==> src/rtl/apuf_eval_ctrl.sv <==
// apuf_eval_ctrl
//   Evaluation controller that sits directly in front of an arbiter-PUF
//   switch chain. It accepts one challenge, applies it to both select buses,
//   and launches the shared trigger NEVAL times. After each launch it samples
//   the arbiter output through a 2-flop synchronizer. It then returns the
//   majority vote of those samples along with the number of 1s seen.
//
// Ports
//   clk, rst_n               rising-edge clock, asynchronous active-low reset
//   chal_valid/chal_ready    challenge handshake (ready only while idle)
//   chal                     challenge bits, captured on accept
//   cT, cB                   top/bottom stage selects (identical copies)
//   trig                     launch pulse fanned to inT and inB
//   arb_in                   arbiter latch output, asynchronous to clk
//   resp_valid/resp_ready    response handshake
//   resp                     majority-voted response bit
//   resp_ones                number of evaluations that sampled 1
//   resp_stable              (STABILITY_FLAG_EN only) all evaluations agreed
//
// Optional feature macro: STABILITY_FLAG_EN
module apuf_eval_ctrl #(
    parameter int NSTAGE    = 16,
    parameter int NEVAL     = 7,
    parameter int RESET_CYC = 4,
    parameter int SETTLE    = 8
) (
    input  logic                       clk,
    input  logic                       rst_n,
    input  logic                       chal_valid,
    output logic                       chal_ready,
    input  logic [NSTAGE-1:0]          chal,
    output logic [NSTAGE-1:0]          cT,
    output logic [NSTAGE-1:0]          cB,
    output logic                       trig,
    input  logic                       arb_in,
    output logic                       resp_valid,
    input  logic                       resp_ready,
`ifdef STABILITY_FLAG_EN
    output logic                       resp_stable,
`endif
    output logic                       resp,
    output logic [$clog2(NEVAL+1)-1:0] resp_ones
);

    localparam int OW   = $clog2(NEVAL + 1);
    localparam int EW   = (NEVAL > 1) ? $clog2(NEVAL) : 1;
    localparam int TMAX = (RESET_CYC > SETTLE) ? RESET_CYC : SETTLE;
    localparam int TW   = (TMAX > 1) ? $clog2(TMAX) : 1;

    if ((NEVAL < 1) || ((NEVAL % 2) == 0)) begin : g_bad_neval
        $error("apuf_eval_ctrl: NEVAL must be odd and >= 1");
    end
    if (SETTLE < 3) begin : g_bad_settle
        $error("apuf_eval_ctrl: SETTLE must be >= 3");
    end
    if (RESET_CYC < 1) begin : g_bad_reset_cyc
        $error("apuf_eval_ctrl: RESET_CYC must be >= 1");
    end

    typedef enum logic [2:0] {
        IDLE,
        ARM,
        FIRE,
        SAMPLE,
        DONE
    } state_t;

    state_t              state_q, state_d;
    logic [TW-1:0]       tmr_q, tmr_d;
    logic [EW-1:0]       eval_q, eval_d;
    logic [OW-1:0]       ones_q, ones_d;
    logic [NSTAGE-1:0]   chal_q, chal_d;
    logic                trig_q, trig_d;
    logic                rv_q, rv_d;
    logic                resp_q, resp_d;
    logic [OW-1:0]       ro_q, ro_d;
    logic                arb_meta_q, arb_sync_q;
`ifdef STABILITY_FLAG_EN
    logic                stable_q, stable_d;
`endif

    always_comb begin
        state_d = state_q;
        tmr_d   = tmr_q;
        eval_d  = eval_q;
        ones_d  = ones_q;
        chal_d  = chal_q;
        rv_d    = rv_q;
        resp_d  = resp_q;
        ro_d    = ro_q;
`ifdef STABILITY_FLAG_EN
        stable_d = stable_q;
`endif
        unique case (state_q)
            IDLE: begin
                if (chal_valid) begin
                    chal_d  = chal;
                    ones_d  = '0;
                    eval_d  = '0;
                    tmr_d   = '0;
                    state_d = ARM;
                end
            end
            ARM: begin
                if (tmr_q == TW'(RESET_CYC - 1)) begin
                    tmr_d   = '0;
                    state_d = FIRE;
                end else begin
                    tmr_d = tmr_q + 1'b1;
                end
            end
            FIRE: begin
                if (tmr_q == TW'(SETTLE - 1)) begin
                    tmr_d   = '0;
                    state_d = SAMPLE;
                end else begin
                    tmr_d = tmr_q + 1'b1;
                end
            end
            SAMPLE: begin
                ones_d = ones_q + OW'(arb_sync_q);
                if (eval_q == EW'(NEVAL - 1)) begin
                    state_d = DONE;
                end else begin
                    eval_d  = eval_q + 1'b1;
                    state_d = ARM;
                end
            end
            DONE: begin
                // First DONE cycle registers the vote; the response is then
                // held until the consumer takes it.
                if (!rv_q) begin
                    rv_d   = 1'b1;
                    resp_d = (ones_q > OW'(NEVAL / 2));
                    ro_d   = ones_q;
`ifdef STABILITY_FLAG_EN
                    stable_d = (ones_q == '0) || (ones_q == OW'(NEVAL));
`endif
                end else if (resp_ready) begin
                    rv_d    = 1'b0;
                    state_d = IDLE;
                end
            end
            default: state_d = IDLE;
        endcase
        // Registered from next state so the launch edge is glitch-free.
        trig_d = (state_d == FIRE) || (state_d == SAMPLE);
    end

    always_ff @(posedge clk or negedge rst_n) begin
        if (!rst_n) begin
            state_q    <= IDLE;
            tmr_q      <= '0;
            eval_q     <= '0;
            ones_q     <= '0;
            chal_q     <= '0;
            trig_q     <= 1'b0;
            rv_q       <= 1'b0;
            resp_q     <= 1'b0;
            ro_q       <= '0;
            arb_meta_q <= 1'b0;
            arb_sync_q <= 1'b0;
        end else begin
            state_q    <= state_d;
            tmr_q      <= tmr_d;
            eval_q     <= eval_d;
            ones_q     <= ones_d;
            chal_q     <= chal_d;
            trig_q     <= trig_d;
            rv_q       <= rv_d;
            resp_q     <= resp_d;
            ro_q       <= ro_d;
            arb_meta_q <= arb_in;
            arb_sync_q <= arb_meta_q;
        end
    end

`ifdef STABILITY_FLAG_EN
    always_ff @(posedge clk or negedge rst_n) begin
        if (!rst_n) begin
            stable_q <= 1'b0;
        end else begin
            stable_q <= stable_d;
        end
    end

    assign resp_stable = stable_q;
`endif

    assign chal_ready = (state_q == IDLE);
    assign cT         = chal_q;
    assign cB         = chal_q;
    assign trig       = trig_q;
    assign resp_valid = rv_q;
    assign resp       = resp_q;
    assign resp_ones  = ro_q;

endmodule

==> config.mk <==
export PLATFORM = sky130hd
export DESIGN_NAME = apuf_eval_ctrl
export DESIGN_NICKNAME = d
export VERILOG_FILES = /design/src/rtl/apuf_eval_ctrl.sv
export SDC_FILE = /design/constraint.sdc
export NUM_CORES = 1
export LEC_CHECK = 0
export CORE_UTILIZATION = 40
export CTS_CLUSTER_DIAMETER = 200
export CTS_CLUSTER_SIZE = 28
export DETAILED_ROUTE_END_ITERATION = 8
export PLACE_DENSITY = 0.76
export SLEW_MARGIN = 10
export SYNTH_ARGS = -nofsm -noshare
export SYNTH_HDL_FRONTEND = slang
export SYNTH_SLANG_ARGS = --single-unit
==> constraint.sdc <==
create_clock -name clk -period 1.65 [get_ports clk]
set_input_delay 0.165 -clock clk [delete_from_list [all_inputs] [get_ports clk]]
set_output_delay 0.165 -clock clk [all_outputs]
set_load 0.02 [all_outputs]
After elaboration in Yosys (flattened, before gate mapping):

Cells that the tools add are included.

* $add $sub $neg: 3
* order comparisons: 1
* equal/unequal tests: 11
* mux-type cells: 16
* bitwise operators: 1
* reduce and logical (&&, ||, !) cells: 9

Operator list (number)
* $mux 3: 10
* $eq 3x2->1 const B: 5
* $pmux 3 s5: 1
* $pmux 3 s2: 2
* $eq 3x3->1 const B: 3
* $pmux 3 s3: 1
* $reduce_and 2->1: 4
* $add 3x1->3 const B: 2
* $ne 2x2->1 const B: 2
* $add 3x1->3: 1
* $eq 3x1->1 const B: 1
* $gt 3x2->1 const B: 1
* $logic_not 3->1: 1
* $reduce_and 3->1: 1
* $reduce_bool 3->1: 1
* $mux 1: 2
* $reduce_bool 2->1: 1
* $logic_or 1x1->1: 1
* $not 1->1: 1

* flip-flop bits (word level): 36
* word-level logic and storage cells: 52

Depth between registers and ports, before layout:

Gate-level depths: netlist (run 1).

* depth in word-level cells: 5
* depth in mapped cells: 6
* gate-level depth less buffers: 6

Worst setup path before layout (run 1):

No wires, ideal clock.

* kind: reg-to-reg
* start: register state_q[0]
* end: register resp_q (netlist: resp)
* setup time: 128 ps
* data arrival time: 1316 ps
* required time: 1522 ps
* slack: 206 ps
* cell stages (with the launch flop): 5
* path buffers: 1
* period minus slack after synthesis: 1444 ps
* cells stage by stage: dfrtp_1 -> buf_6 -> or3b_4 -> nor2_4 -> mux2_1

* cells in the longest elaborated chain, start to end: 2

RTL lines
* start, declared: RTL line 68 `state_t state_q, state_d;`
* start signal, assigned: RTL line 164 `state_q <= state_d;`
* $eq 3x3->1: RTL line 94 `unique case (state_q)`
* $reduce_and 2->1 (no source line)
* end signal, assigned: RTL line 171 `resp_q <= resp_d;`
* end, declared: RTL line 75 `logic resp_q, resp_d;`

No other way between the ends.
A chain may end at the register's enable or synchronous reset.

Final worst setup path (run 1):

* start: register state_q[1]
* end: register ro_q[2] (netlist: resp_ones[2])

* cells in the longest elaborated chain, start to end: 2

RTL lines
* $eq 3x3->1: RTL line 94
* $reduce_and 2->1 (no source line)
* end signal, assigned: RTL line 172 `ro_q <= ro_d;`
* end, declared: RTL line 76 `logic [OW-1:0] ro_q, ro_d;`

No other way between the ends.

==> impl_summary.md, run 1 <==
Synthesis
The sequential area share after synthesis is 51.3%. The number of warnings printed during yosys synthesis is 0. The post-synthesis area per instance is 12.4 um2. The number of distinct standard cells referenced by the synthesized netlist is 33. Counting every instance in the synthesized netlist gives 142. The number of nets handed over by synthesis was 171. After synthesis the cells add up to 1760 um2. The synthesized design contains 36 register bits.

Worst setup path
The number of buffer and inverter instances along the worst setup path is 0. The critical path arrival is 1680 ps. On the worst path, the slowest cell contributes a delay of 470 ps.

The top cell family by delay on the critical path is simple AND/OR/NAND/NOR gates. The critical path starts at state_q[1]. The slowest cell on the critical path is dfrtp_1. The critical path launch point type is a flip-flop.

The critical path goes through or3b_4 -> nor2_4 -> mux2_1. The worst setup path is captured at a flip-flop. The worst reg2reg path startpoint is state_q[1].

The data required time of the worst path is 1820 ps. The setup path with the least slack is of type flip-flop to flip-flop. The maximum fanout count along the critical path is 7.

Clocking
The clock transition at the register clock pins on the worst setup and hold paths after CTS is roughly 70 ps. Counting the buffers created by CTS gives 5. The level count of the clock H-tree is 2. The number of clock sinks is 36. TritonCTS built the clock tree. The clock root buffer master is clkbuf_8. The clock passes through at most 2 buffers. The worst-skew pair later-pin latency is 280 ps.

Global routing
The initial antenna violation count is 0. The sum of overflow across all layers after global routing is 0. The via count of the first global-routing pass came to 1252. The maximum number of pins on one net before global-route repair is 37. Global routing used 16.4% of the available tracks across all layers. The first global-routing pass estimated between 5000 and 6000 um of wire.

Worst hold path
The type of the most critical hold path is primary input to flip-flop. The worst hold path begins at arb_in.

Drt
The routed length per instance is 13.9 um. Detailed routing placed a total of between 1500 and 2000 um of wire on met2. The detailed router put a total of 1420 um of wire on met1.

The detailed router placed 1217 vias in this run. The uppermost metal layer occupied by signal nets is met4. The count of TritonRoute iterations in the first routing pass is 6. The violation count after the first detailed-route iteration is 57. Dividing the detail-routed via count by the number of cells gives 5.03. The detail route stage leaves a number of antenna-violating nets equal to 0. Detailed routing placed a total of 196 um of wire on met3. The remaining design rule violation count is 0. After detailed routing, the total wire length is 3360 um.

Floorplan
The floorplan die area is between 4000 and 5000 um2. The row count is 23. Once the floorplan was initialized, standard cells occupied 42.7% of the core. For this design the top-level I/O count stands at 60.

The total area inside the core boundary comes to 4120 um2. The die height is 68.3 um. The horizontal die dimension is roughly 70 um.

Power and ir drop
Sequential cells account for 34.4% of the total power. Summed over all nets, the switching power comes to 1.71 mW. The total internal power is 2.76 mW. In this run the power density over the cells is 1870 nW/um2.

The maximum ir drop on the vdd rail is 0.00113 V. The relative contribution of the clock network to total power is approximately 13%. Per report_power, the combinational group accounts for a little over half of the total.

The leakage dissipation is 1.06 nW. Of the total power, the share spent switching nets is between 30% and 40%.

Run status
The flow ran to the end, and the final reports show no timing, DRC or antenna violations.

STA
The final hold violation count is 0. The count of final setup violators is 0. Dividing the final minimum period by the clock period gives between 90% and 100%. Derived from the worst setup path, the maximum achievable clock frequency is 0.661 GHz. The clock arrives with 2.27 ps of skew. The transition time at the pin with the least slew margin is 782 ps. In this run the tightest slew margin relative to its limit is 47.9%.

Setup repair after global routing left no endpoint under its margin. The max-slew violation count is 0. The clock period minus final worst setup slack is 1510 ps. The sum of negative setup slack is 0 ps. The worst hold margin is 333 ps.

Cells and area
The number of inserted filler cells in the final layout is about 350. The net count of the finished layout is 221. Relative to the synthesized area, the layout overhead comes to 35.7%. The most common cell after layout, fill and taps aside is clkdlybuf4s50_1. In the layout the commonest cells are clkdlybuf4s50_1, dfrtp_1, mux2_2, nand2_1, ha_1. The layout cell share with drive strength beyond 1 is 17.2%. The area occupied by registers is ~900 um2. The number of inserted diodes is 0. The total area of multi-input combinational cells is 676 um2.

Placed design
The routability congestion estimate from global placement is 0.744. The final HPWL from detailed placement is 2440 um. The number of buffers inserted by port buffering is a little under 60.

Job
The max capacitance violation total is 0.
==> final cells by class <==
cell class / instances / share of cell area, %
flip-flops and latches: 36 / 37.8
inverters: 4 / 0.630
well taps: 50 / 2.62
multi-input cells: 79 / 28.3
clock buffers: 6 / 3.04
clock inverters: 1 / 0.210
repair buffers: 66 / 27.3
==> metrics by stage <==
stage / worst slack [ps] / instance area, um2 / total power [mW] / util (%) / cells
after floorplan: 206 / 1760 / 3.08 / - / 142
after global placement: 79.2 / 2300 / 3.83 / 55.8 / 234
after detailed placement: 42.6 / 2300 / 3.93 / 55.8 / 234
after CTS: 116 / 2380 / 4.53 / 57.9 / 242
after global routing: 15.7 / 2380 / 4.75 / 57.9 / 242
final: 136 / 2380 / 4.47 / 57.9 / 242
==> power by group through the flow <==
stage	Sequential [mW]	Clock, mW	Combinational, mW
global placement	1.52	0	2.30
floorplan	1.76	0	1.33
detailed placement	1.55	0	2.38
finish	1.54	0.577	2.36
CTS	1.54	0.603	2.39
global route	1.59	0.643	2.52
==> cell usage after synthesis <==
cell	n	area (um2)
a21o_1	2	15.0
mux2_2	17	191
and3b_1	1	8.76
nor4b_4	1	23.8
nor4bb_1	1	10.0
a41oi_1	1	8.76
nand3_1	1	5.00
nand2_1	8	30.0
nor3b_1	2	15.0
dfrtp_1	36	901
ha_1	8	100
o31ai_1	1	7.51
and4b_1	1	10.0
a21oi_1	6	30.0
nand2b_1	3	18.8
a31oi_1	2	12.5
nor2_4	1	11.3
mux2i_1	2	20.0
nand3b_1	1	7.51
a2bb2oi_1	1	8.76
mux2_1	4	45.0
or3b_4	1	11.3
inv_1	4	15.0
and4_1	1	8.76
a22o_1	3	26.3
nor2_1	4	15.0
o211ai_1	1	7.51
buf_4	19	143
nor3_1	3	15.0
o21ai_0	1	5.00
o21bai_1	1	7.51
clkbuf_1	3	11.3
buf_6	1	11.3
==> kinds of logic after synthesis <==
kind of cell,Yosys count,synth area share [%]
buffers and inverters,27,10.3
muxes,23,14.6
adders and majority gates,8,5.70
DFF,36,51.3
AOI/OAI and AO/OA,19,7.34
and+or+nand+nor,29,10.8
==> path summary, 6_finish.rpt <==
path / slack (ps) / cells after the start / endpoint
min reg2reg: 350 / 0 / arb_sync_q
max: 140 / 3 / resp_ones[2]
min: 330 / 1 / arb_meta_q
max in group asynchronous: 660 / 2 / cB[9]
max reg2reg: 140 / 3 / resp_ones[2]
min in group asynchronous: 500 / 2 / tmr_q[2]
==> flip-flops by register name, summed over array words and instances, names as in the netlist <==
name        flops
state_q         3
ones_q          3
eval_q          3
resp_ones       3
resp_valid      1
arb_sync_q      1
trig            1
tmr_q           3
arb_meta_q      1
cB             16
resp            1
==> layer usage <==
layer / vias to the layer above / global-route usage, %
met5: - / 0
met3: 6 / 4.50
met4: 0 / 8.59
met2: 44 / 27.9
li1: 577 / -
met1: 590 / 18.4
==> what timing repair did <==
item | 4_1_cts | 5_1_grt
hold endpoints to repair | 36 | 0
buffers inserted | 0 | 0
setup endpoints to repair | 1 | 0
resized for setup | 1 | 0
hold buffers | 1 | 0
Note: power is estimated with default switching activity, not from simulation.
==> inputs of run 2 (changes only) <==
Settings changed: CTS_BUF_LIST set to sky130_fd_sc_hd__clkbuf_4 sky130_fd_sc_hd__clkbuf_8, MAX_ROUTING_LAYER set to met4.
==> impl_summary.md, run 2 (synthesis results as in run 1) <==
Global routing
The total track usage is 16.7% (was 16.4%). The met3 global-route usage came to 5.00% (was 4.50%). The via count of the first global-routing pass is 1206 (was 1252).

The most used routing layer in global routing is met2 (unchanged). The sum of overflow across all layers after global routing is 0 (unchanged). The initial antenna violation count is 0 (unchanged). The met1 usage in global routing is 18.3% (was 18.4%). The global-route wire length before repair is 5440 um (was 5490 um). The met2 track utilization from global routing is 28.7% (was 27.9%). The maximum number of pins on one net before global-route repair is 37 (unchanged).

Cells and area
The flip-flop count of the largest register after layout was 16 (unchanged). The layout-stage area growth over the synthesis result is 36.3% (was 35.7%). The number of inserted filler cells in the final layout is 343 (was 348). The most common cell after layout, fill and taps aside is clkdlybuf4s50_1 (unchanged). The number of inserted diodes is 0 (unchanged). The layout cell share with drive strength beyond 1 was 18.1% (was 17.2%). The number of nets in the layout is 221 (unchanged). Commonest cells after routing, fill and taps aside: clkdlybuf4s50_1, dfrtp_1, mux2_2, nand2_1, ha_1 (unchanged).

STA
The achievable clock frequency is 0.645 GHz (was 0.661 GHz). The transition time at the pin with the least slew margin is 797 ps (was 782 ps). The relative max-transition margin is 46.9% (was 47.9%). The sum of negative setup slack is 0 ps (unchanged).

The max-slew violation count is 0 (unchanged). The final hold violation count was 0 (unchanged). RSZ-0062 raised after global routing: false (unchanged).

The clock period minus final worst setup slack is 1550 ps (was 1510 ps). The period utilization is 94.0% (was 91.8%). The worst hold margin is 319 ps (was 333 ps). The worst clock skew was 5.03 ps (was 2.27 ps). The count of final setup violators is 0 (unchanged).

Floorplan
The die height was 68.3 um (unchanged). The number of I/O pins is 60 (unchanged). The row count was 23 (unchanged). The initial standard-cell utilization of the core was 42.7% (unchanged). The horizontal die dimension is 68.3 um (unchanged). The floorplan die area is 4660 um2 (unchanged). The core region area is 4120 um2 (unchanged).

Worst setup path
The critical path launch point type is a flip-flop (unchanged). The data required time of the worst path came to 1830 ps (was 1820 ps). The type of destination of the critical path was a flip-flop (unchanged).

The worst setup path category is flip-flop to flip-flop (unchanged). The maximum fanout count along the critical path is 8 (was 7). The critical path arrival is 1730 ps (was 1680 ps).

Drt
The remaining design rule violation count was 0 (unchanged). The routed length per instance is 14.4 um (was 13.9 um). The violation count after the first detailed-route iteration is 32 (was 57). The final antenna-violating net count is 0 (unchanged). The count of vias placed by the detailed router is 1234 (was 1217). The post-detailed-route via-to-cell ratio is 5.08 (was 5.03). The count of TritonRoute iterations in the first routing pass came to 4 (was 6). The post-detailed-routing wire length is 3500 um (was 3360 um).

Worst hold path
The type of the most critical hold path is primary input to flip-flop (unchanged).

Clocking
The number of buffers on the longest clock path is 2 (unchanged). The level count of the clock H-tree is 2 (unchanged). The TritonCTS clock tree was yes (unchanged). The worst-skew pair later-pin latency was 290 ps (was 280 ps).

The number of buffers created by CTS was 5 (unchanged). The clock transition at the register clock pins on the worst setup and hold paths after CTS is 80 ps (was 70 ps). The clock root buffer master is clkbuf_8 (unchanged).

The number of clock sinks was 36 (unchanged).

Power and ir drop
The maximum ir drop on the vdd rail was 0.00102 V (was 0.00113 V). The total power per unit cell area is 1890 nW/um2 (was 1870 nW/um2). The leakage dissipation came to 1.06 nW (about the same).

Run status
Result of the run: finished, final reports clean (unchanged).

Placed design
The number of buffers inserted by port buffering is 59 (unchanged). The routability congestion estimate from global placement is 0.767 (was 0.744). The final HPWL from detailed placement was 2520 um (was 2440 um).

Job
The max capacitance violation total was 0 (unchanged).
-- run 2: cell count changes in the layout (fill, tap and decap cells not counted), sizes merged --
cell	change
clkbuf	-1
clkinv	+2
-- run 2: routing by layer --
layer / share of wire, % / routed length, um / up-vias
met5: 0 / 0 / -
met4: 1.1 / 39 / 0
met3: 6.2 / 218 / 5
met2: 49 / 1730 / 42
met1: 43 / 1510 / 608
li1: - / - / 579
-- run 2: per-stage QoR --
stage | total power [mW] | area (um2) | util (%) | setup slack [ps] | cells
after floorplan | 3.08 | 1760 | - | 206 | 142
after global placement | 3.83 | 2300 | 55.8 | 79.5 | 234
after detailed placement | 3.93 | 2300 | 55.8 | 45.2 | 234
after CTS | 4.57 | 2390 | 58.2 | 89.3 | 243
after global routing | 4.79 | 2390 | 58.2 | 13.6 | 243
final | 4.52 | 2390 | 58.2 | 99.2 | 243
-- run 2: layout make-up --
type / instances / area (um2) / share of cell area, %
Sequential cell: 36 / 901 / 37.6
Tap cell: 50 / 62.6 / 2.61
Inverter: 4 / 15.0 / 0.627
Timing Repair Buffer: 66 / 652 / 27.2
Clock inverter: 3 / 18.8 / 0.784
Multi-Input combinational cell: 79 / 676 / 28.2
Clock buffer: 5 / 68.8 / 2.88
-- run 2: timing repair --
| item | in CTS | in global routing |
|---|---|---|
| gates resized for setup | 1 | 0 |
| setup endpoints to repair | 1 | 0 |
| hold buffers | 1 | 0 |
| setup buffers | 0 | 0 |
| hold endpoints to repair | 36 | 0 |
-- run 2: path summary, 6_finish.rpt --
kind	slack, ps	end	cells past startpoint	from
worst max-delay path	100	eval_q[0]	4	state_q[2]
worst min-delay path	320	arb_meta_q	1	arb_in
worst max register to register	100	eval_q[0]	4	state_q[2]
worst min register to register	350	arb_sync_q	0	arb_meta_q
max in group asynchronous	650	tmr_q[2]	2	rst_n
min in group asynchronous	490	resp	2	rst_n
-- run 2: worst max-delay path, stage by stage (launching register included) --
cell and delay, ps:
dfrtp_1 450, buf_4 180, and3b_1 360, nand2_1 150
mux2_2 290
-- run 2: power by group --
group	switching (mW)	total (mW)	leakage, nW	internal, mW
sequential	0.304	1.53	0.445	1.23
clock	0.325	0.619	0.0479	0.294
combinational	1.13	2.37	0.570	1.24
